<file path="src/rtl/decompress_stream.sv">
// -----------------------------------------------------------------------------
// decompress_stream
//   Multi-lane Kyber decompression with a per-beat compression width.
//   Each lane computes out = round(x*3329 / 2^d) = (x*3329 + 2^(d-1)) >> d.
//   A 3-stage valid/ready pipeline (S1 mask, S2 partial products, S3 round and
//   shift) with one common enable, so the whole pipe advances or holds together.
//   The last beat of every N_COEF-coefficient polynomial is tagged.
//
// Ports
//   clk        clock, all logic on posedge
//   rst        synchronous active-high reset
//   in_valid   input beat valid
//   in_ready   block can accept a beat (combinational from out side)
//   in_d       compression width d for this beat (legal 1..DMAX)
//   in_data    LANES slots of DMAX bits, lane i = in_data[i*DMAX +: DMAX]
//   out_valid  output beat valid
//   out_ready  downstream accepts
//   out_data   LANES x 12-bit results, lane i = out_data[i*12 +: 12]
//   out_last   beat is last of its polynomial
//   err        sticky flag: a beat with illegal d was accepted
// -----------------------------------------------------------------------------
module decompress_stream #(
    parameter int LANES  = 4,
    parameter int DMAX   = 11,
    parameter int N_COEF = 256
) (
    input  logic                  clk,
    input  logic                  rst,
    input  logic                  in_valid,
    output logic                  in_ready,
    input  logic [3:0]            in_d,
    input  logic [LANES*DMAX-1:0] in_data,
    output logic                  out_valid,
    input  logic                  out_ready,
    output logic [LANES*12-1:0]   out_data,
    output logic                  out_last,
    output logic                  err
);

    localparam int         BEATS  = N_COEF / LANES;
    localparam int         CW     = (BEATS > 1) ? $clog2(BEATS) : 1;
    localparam logic [CW-1:0] LAST_BEAT = CW'(BEATS - 1);
    // x*3329 needs DMAX+12 bits; the rounding constant still fits.
    localparam int         PW     = DMAX + 12;
    localparam logic [3:0] DMAX_D = 4'(DMAX);

    // Common enable: the pipe moves unless the output is held by backpressure.
    logic en;
    assign en       = out_ready | ~out_valid;
    assign in_ready = en;

    logic                 in_ok;
    logic [DMAX-1:0]      in_mask;
    assign in_ok   = (in_d != 4'd0) && (in_d <= DMAX_D);
    assign in_mask = ~({DMAX{1'b1}} << in_d);

    // Per-stage control that travels with the data.
    logic       s1_valid_reg, s2_valid_reg, out_valid_reg;
    logic [3:0] s1_d_reg, s2_d_reg;
    logic       s1_ok_reg, s2_ok_reg;
    logic [CW-1:0] cnt_reg;
    logic       err_reg;

    always_ff @(posedge clk) begin
        if (rst) begin
            s1_valid_reg  <= 1'b0;
            s2_valid_reg  <= 1'b0;
            out_valid_reg <= 1'b0;
            s1_d_reg      <= 4'd0;
            s2_d_reg      <= 4'd0;
            s1_ok_reg     <= 1'b0;
            s2_ok_reg     <= 1'b0;
        end else if (en) begin
            s1_valid_reg  <= in_valid;
            s2_valid_reg  <= s1_valid_reg;
            out_valid_reg <= s2_valid_reg;
            s1_d_reg      <= in_d;
            s2_d_reg      <= s1_d_reg;
            s1_ok_reg     <= in_ok;
            s2_ok_reg     <= s1_ok_reg;
        end
    end

    // Beat counter advances on output handshakes only, so out_last is stable
    // for as long as the output beat is stalled.
    always_ff @(posedge clk) begin
        if (rst) begin
            cnt_reg <= '0;
        end else if (out_valid_reg && out_ready) begin
            cnt_reg <= (cnt_reg == LAST_BEAT) ? '0 : cnt_reg + 1'b1;
        end
    end

    always_ff @(posedge clk) begin
        if (rst) begin
            err_reg <= 1'b0;
        end else if (in_valid && en && !in_ok) begin
            err_reg <= 1'b1;
        end
    end

    // Rounding constant 2^(d-1); for illegal d the lane result is forced to 0
    // so the wrapped shift amount never matters.
    logic [PW-1:0] rnd;
    assign rnd = PW'(1) << (s2_d_reg - 4'd1);

    genvar gi;
    generate
        for (gi = 0; gi < LANES; gi++) begin : g_lane
            logic [DMAX-1:0] x_next, x_reg;
            logic [PW-1:0]   xw, a_reg, b_reg, sum;
            logic [11:0]     r_next, r_reg;

            // S1: drop bits at or above d; illegal d yields a zero lane.
            always_comb begin
                x_next = in_data[gi*DMAX +: DMAX] & in_mask;
                if (!in_ok) begin
                    x_next = '0;
                end
            end

            // S2: 3329 = 2^11 + 2^10 + 2^8 + 1, split into two shift-add terms.
            assign xw  = PW'(x_reg);
            assign sum = a_reg + b_reg + rnd;

            // S3: round and scale down by 2^d.
            always_comb begin
                r_next = 12'(sum >> s2_d_reg);
                if (!s2_ok_reg) begin
                    r_next = 12'd0;
                end
            end

            always_ff @(posedge clk) begin
                if (rst) begin
                    x_reg <= '0;
                    a_reg <= '0;
                    b_reg <= '0;
                    r_reg <= '0;
                end else if (en) begin
                    x_reg <= x_next;
                    a_reg <= (xw << 11) + (xw << 10);
                    b_reg <= (xw << 8) + xw;
                    r_reg <= r_next;
                end
            end

            assign out_data[gi*12 +: 12] = r_reg;
        end
    endgenerate

    assign out_valid = out_valid_reg;
    assign out_last  = out_valid_reg && (cnt_reg == LAST_BEAT);
    assign err       = err_reg;

endmodule

</file>
<file path="config.mk">
export PLATFORM = sky130hd
export DESIGN_NAME = decompress_stream
export DESIGN_NICKNAME = d
export VERILOG_FILES = /design/src/rtl/decompress_stream.sv
export SDC_FILE = /design/constraint.sdc
export NUM_CORES = 1
export LEC_CHECK = 0
export CORE_ASPECT_RATIO = 0.6
export CORE_MARGIN = 4
export CORE_UTILIZATION = 50
export DETAILED_ROUTE_END_ITERATION = 8
export HOLD_SLACK_MARGIN = 0.06
export PLACE_DENSITY = 0.78
export SLEW_MARGIN = 20
export SYNTH_ARGS = -nofsm -noshare
export SYNTH_HDL_FRONTEND = slang
export SYNTH_SLANG_ARGS = --single-unit
</file>
<file path="constraint.sdc">
create_clock -name clk -period 4.8 [get_ports clk]
set_input_delay 0.96 -clock clk [delete_from_list [all_inputs] [get_ports clk]]
set_output_delay 0.96 -clock clk [all_outputs]
set_load 0.02 [all_outputs]
</file>
==> out/results.ini, run 1 <==
[worst_setup_path]
slowest_delay_ns = 0.63
worstPathArrival_ns = 5.10
path_max_fanout = 28
crit_path_start_kind = flop
critPathRequiredTime_ns = 5.25
critical_path.cell_chain = buf_4 > nor4_2 > buf_4 > fa_1 > ha_1 > a21oi_1 > o21ai_0 > a2111oi_1 > a21oi_1 > a22oi_1 > xor2_1 > buf_4 > o31ai_1 > a311o_1 > a32o_1
timing_worst_setup_path_type = flop to flop
critPathCaptureType = flop
cp_slowest_cell = a2111oi_1
crit_top_cell = buf_4

[global_routing]
grt_pass1_vias = 19400
grt_antenna_before_repair = 0
grt_use_total_pct = 30.0
grt_max_degree = 103
overflow = 0
grt_pass1_wl_um = 106000

[pwr]
cellLeakagePower_nw = 9.92
irDropWorstVdd_mv = 0.236
power_density_mw_per_mm2 = 227

[synth]
syn_area_per_cell_um2 = 7.86
synth_edf_count = 0
synth_cells = 2589
synth_seq_cells = 240
netlist_area_mm2 = 0.0203
ys.flop_type = dfxtp_1
yosysMostFrequentCell = nand2_1
ys_warn_count = 0
yosysSeqAreaShare_pct = 23.6
synthTopCellsByCount = 329 x nand2_1, 256 x a21oi_1, 240 x dfxtp_1
synthArstFlopShare_pct = 0
yosys.area.top_type = dfxtp_1
syn-num-nets = 2850
synth.area.top_cells = dfxtp_1 24%, ha_1 12%, a21oi_1 6.3%
synth_cell_type_count = 86
synth_top_area_share_pct = 23.6

[timing]
setup-violations-final = 0
slew_viol_final = 0
slew_headroom_pct = 35.2
finalHoldViolations = 0
min_period_over_period_pct = 96.9
fin_crit_ns = 4.65
fmax_mhz = 215
fin_skew_ns = 0.0182
fin_ws_ns = 0.147
tightest_slew_ns = 0.969

[floorplanning]
initial_core_util_pct = 51.4
io_pins = 104
die_area_mm2 = 0.0441
die_width_um = 268
rows = 56
core-area_mm2 = 0.0396
fp.dieH_um = 164

[clocking]
cts_tree = done
cts_root_buffer = clkbuf_16
clkLatencyLatePin_ns = 0.56
cts_buffers = 24
cts.sinks = 240
cts_max_level = 1
cts_max_path_buffers = 3
clk_pin_slew_ns = 0.07

[cells_and_area]
multi_input_area_mm2 = 0.0147
largest_reg_flops = 80
diodes = 0
register_area_mm2 = 0.00481
area_growth_pct = 11.9
fill_cells = 3550
drive_above_1_share_pct = 7.29
fin_cells = 3168
finalNetCount = 2891
post-route-util_pct = 57.5
final_area_mm2 = 0.0228

[placed_design]
post-dp-hpwl_um = 52200
numPortBuffers = 103
place_inst = 3124
placed_area_mm2 = 0.0220
post-place-ws_ns = 0.192
place_congestion = 0.995

[route]
dr.pass1.iters = 5
drc = 0
avgRoutedWirePerCell_um = 21.4
initialDrtViolationCount = 2241
viasPerCell = 6.40
vias = 20300
wl_um = 67700
ant_nets = 0

[flow_run]
cap_violations = 0

[outcome]
status = completed

[min_path]
min_path_type = flop to flop

[worst paths after layout]
| path | from | to | slack (ns) | cells past startpoint |
|---|---|---|---|---|
| worst max-delay path | s2_d_reg[1]$_SDFFE_PP0N_ | g_lane[3].r_reg[9]$_SDFFE_PP0N_ | 0.15 | 15 |
| worst min-delay path | s1_ok_reg$_SDFFE_PP0N_ | s1_ok_reg$_SDFFE_PP0N_ | 0.46 | 2 |
| worst max register to register | s2_d_reg[1]$_SDFFE_PP0N_ | g_lane[3].r_reg[9]$_SDFFE_PP0N_ | 0.15 | 15 |
| worst min register to register | s1_ok_reg$_SDFFE_PP0N_ | s1_ok_reg$_SDFFE_PP0N_ | 0.46 | 2 |
[through the flow]
step	setup TNS [ns]	total power (W)	hold WS [ns]
global placement	0	0.00323	0.440
detailed placement	0	0.00325	0.447
global route	-0.00524	0.00537	0.479
floorplan	0	0.00289	0.432
finish	0	0.00516	0.458
CTS	0	0.00517	0.456
[per-layer routing]
| layer | share of wire [%] | up-vias | wire length [um] | global-route usage, % |
|---|---|---|---|---|
| met1 | 44 | 9787 | 29700 | 41.4 |
| li1 | - | 9517 | - | - |
| met4 | 2.1 | 0 | 1430 | 6.53 |
| met2 | 44 | 850 | 29700 | 47.7 |
| met3 | 10 | 107 | 6810 | 7.50 |
| met5 | 0 | - | 0 | 0 |
[where the power goes]
group	total, W	internal, W	switching, W
Clock	0.00192	0.00103	0.000891
Sequential	0.00215	0.00206	0.0000835
Combinational	0.00109	0.000435	0.000659
[final cells by class]
type / instances / area share [%]
Clock buffer: 29 / 2.86
Clock inverter: 13 / 0.489
Inverter: 66 / 1.10
Multi-Input combinational cell: 2129 / 64.8
Sequential cell: 240 / 21.1
Tap cell: 522 / 2.87
Timing Repair Buffer: 169 / 6.77
[critical path: cells and delay by family, from the launching register on]
family,cells,cell delay (ns)
AOI/OAI and AO/OA,8,2.12
adders and majority gates,2,0.86
buffers and inverters,3,0.72
DFF,1,0.35
and+or+nand+nor,1,0.31
xor gates and xnor gates,1,0.18
[what timing repair did]
| action | in CTS | in global routing |
|---|---|---|
| hold buffers | 0 | 0 |
| resized for setup | 0 | 5 |
| setup buffers | 0 | 2 |
| setup endpoints to repair | 0 | 16 |
[cell usage in the layout (no fill, tap or decap), types with 38 or more instances in the layout]
cell type / synthesis / routed
o21ai_0: 107 / 107
mux2i_1: 53 / 53
and2_1: 38 / 38
xnor2_1: 82 / 82
a21oi_1: 256 / 256
buf_4: 2 / 65
nand3_1: 60 / 60
inv_1: 61 / 61
a211oi_1: 78 / 78
nand2_1: 329 / 329
ha_1: 193 / 193
nor3_1: 50 / 49
nor2_1: 239 / 235
a21o_1: 61 / 61
xor2_1: 89 / 89
clkdlybuf4s50_1: 0 / 102
a22oi_1: 56 / 56
dfxtp_1: 240 / 237
[logic make-up (layout without fill, tap and decap cells)]
kind of cell    after synthesis  after routing  synth area share [%]
buf+inv                     220            277                  4.12
compound gates              793            793                  25.8
fa+ha+maj                   209            209                  13.4
mux                         104            104                  6.82
flops                       240            240                  23.6
simple gates                852            852                  18.8
xor+xnor                    171            171                  7.36
No activity file was read; power rests on OpenSTA's default activity.
==> run 2: changes to the inputs <==
Settings changed: CORE_ASPECT_RATIO 0.6 to default.
==> out/results.ini, run 2 (synthesis gave the netlist of run 1 again) <==
[outcome]
status = completed

[pwr]
cellLeakagePower_nw = 9.99
irDropWorstVdd_mv = 0.254
switching_share_pct = 30.3
power_density_mw_per_mm2 = 240
p_switching_w = 0.00167
combPwrFrac_pct = 20.0
p_clk_share_pct = 40.8
p_seq_share_pct = 39.3
p_int_w = 0.00382

[route]
viasPerCell = 6.33
avgRoutedWirePerCell_um = 21.4
drc = 0
initialDrtViolationCount = 1885
vias = 20100
ant_nets = 0
wl_um = 67700
dr.pass1.iters = 5

[cells_and_area]
diodes = 0
post-route-util_pct = 57.2
largest_reg_flops = 80
fill_cells = 3756
layout_common_cells = 328 x nand2_1, 256 x a21oi_1, 237 x dfxtp_1
finalNetCount = 2884
final_common_cell = nand2_1
area_growth_pct = 12.6
drive_above_1_share_pct = 7.42

[worst_setup_path]
worstPathArrival_ns = 5.10
crit_family = compound AO/OA/AOI/OAI gates
timing_worst_setup_path_type = flop to flop
crit_path_start_kind = flop
path_buf_inv = 0
critical_path.cell_chain = nand2_1 > nor3_4 > ha_1 > ha_1 > a21oi_1 > o211a_1 > o21ai_0 > o21ai_0 > xnor2_1 > mux2i_1 > mux2i_1 > mux4_2 > a22o_1
slowest_delay_ns = 0.54
cp_slowest_cell = dfxtp_1
critPathRequiredTime_ns = 5.26
critPathCaptureType = flop
path_max_fanout = 9

[timing]
fin_crit_ns = 4.64
slew_headroom_pct = 32.7
min_period_over_period_pct = 96.7
fmax_mhz = 216
fin_ws_ns = 0.160
setup-violations-final = 0
tightest_slew_ns = 1.01
fin_skew_ns = 0.0125
rsz0062_at_grt = false
finalHoldViolations = 0
slew_viol_final = 0

[global_routing]
grt_use_total_pct = 29.2
overflow = 0
grt_pass1_vias = 18400
grt_pass1_wl_um = 105000
grt_max_degree = 184
grt_antenna_before_repair = 1

[floorplanning]
rows = 73
io_pins = 104
initial_core_util_pct = 50.8
die_width_um = 210
fp.dieH_um = 210
core-area_mm2 = 0.0400
die_area_mm2 = 0.0440

[clocking]
cts_max_level = 1
clk_pin_slew_ns = 0.07
cts_tree = done
cts_root_buffer = clkbuf_16
cts_buffers = 28
postCtsSetupBuffers = 0
clkLatencyLatePin_ns = 0.57
cts.sinks = 240
cts_max_path_buffers = 3

[min_path]
min_path_type = flop to flop

[flow_run]
cap_violations = 0

[placed_design]
post-place-ws_ns = -0.145
place_congestion = 0.965
numPortBuffers = 103
post-dp-hpwl_um = 52000

[run 2: cell count changes in the layout (fill, tap and decap cells not counted), sizes merged]
cell / change
bufinv: +1
clkbuf: +8
clkinv: +1
clkinvlp: -2
buf: -11
inv: -1
[run 2: timing repair]
item | CTS | global route
pin swaps | 0 | 1
hold buffers | 0 | 0
gates resized for setup | 1 | 9
endpoints found under the setup margin | 20 | 20
[run 2: layer usage]
| metal | global-route usage (%) | vias up | wire length (um) |
|---|---|---|---|
| li1 | - | 9538 | - |
| met1 | 44.0 | 9429 | 31500 |
| met2 | 42.5 | 944 | 27800 |
| met3 | 5.11 | 139 | 6090 |
| met4 | 8.87 | 0 | 2230 |
| met5 | 0 | - | 0 |
[run 2: final cells by class]
type                            count  area, um^2  area share, %
Clock buffer                       37         836           3.65
Clock inverter                     12         130          0.568
Inverter                           66         250           1.09
Multi-Input combinational cell   2129       14800           64.5
Sequential cell                   240        4810           21.0
Tap cell                          525         657           2.87
Timing Repair Buffer              158        1460           6.37
[run 2: power groups by stage]
stage / Combinational (W) / Clock [W] / Sequential (W)
after floorplan: 0.000729 / 0 / 0.00217
after global placement: 0.00105 / 0 / 0.00219
after detailed placement: 0.00106 / 0 / 0.00220
after CTS: 0.00107 / 0.00227 / 0.00215
after global routing: 0.00119 / 0.00235 / 0.00216
final: 0.00110 / 0.00224 / 0.00216
[run 2: worst register-to-register path, delay by kind of cell, from the launching register on]
kind / cells / cell delay (ns)
flops: 1 / 0.54
fa+ha+maj: 2 / 0.74
mux: 3 / 0.95
simple gates: 2 / 0.77
xor+xnor: 1 / 0.20
compound gates: 5 / 1.34
[run 2: final timing paths]
kind / from / endpoint / slack (ns) / depth (start not counted)
setup / recovery: s2_d_reg[3]$_SDFFE_PP0N_ / g_lane[3].r_reg[1]$_SDFFE_PP0N_ / 0.16 / 13
setup reg to reg: s2_d_reg[3]$_SDFFE_PP0N_ / g_lane[3].r_reg[1]$_SDFFE_PP0N_ / 0.16 / 13
hold / removal: s1_d_reg[1]$_SDFFE_PP0N_ / s1_d_reg[1]$_SDFFE_PP0N_ / 0.46 / 2
hold reg to reg: s1_d_reg[1]$_SDFFE_PP0N_ / s1_d_reg[1]$_SDFFE_PP0N_ / 0.46 / 2
[run 2: through the flow]
stage,power [W],hold slack [ns],instances,area [um^2],setup TNS (ns)
after floorplan,0.00289,0.432,2589,20400,0
after global placement,0.00324,0.440,3118,21900,-1.03
after detailed placement,0.00325,0.447,3118,21900,-0.932
after CTS,0.00549,0.457,3167,22900,0
after global routing,0.00570,0.477,3167,22900,0
final,0.00549,0.457,3167,22900,0
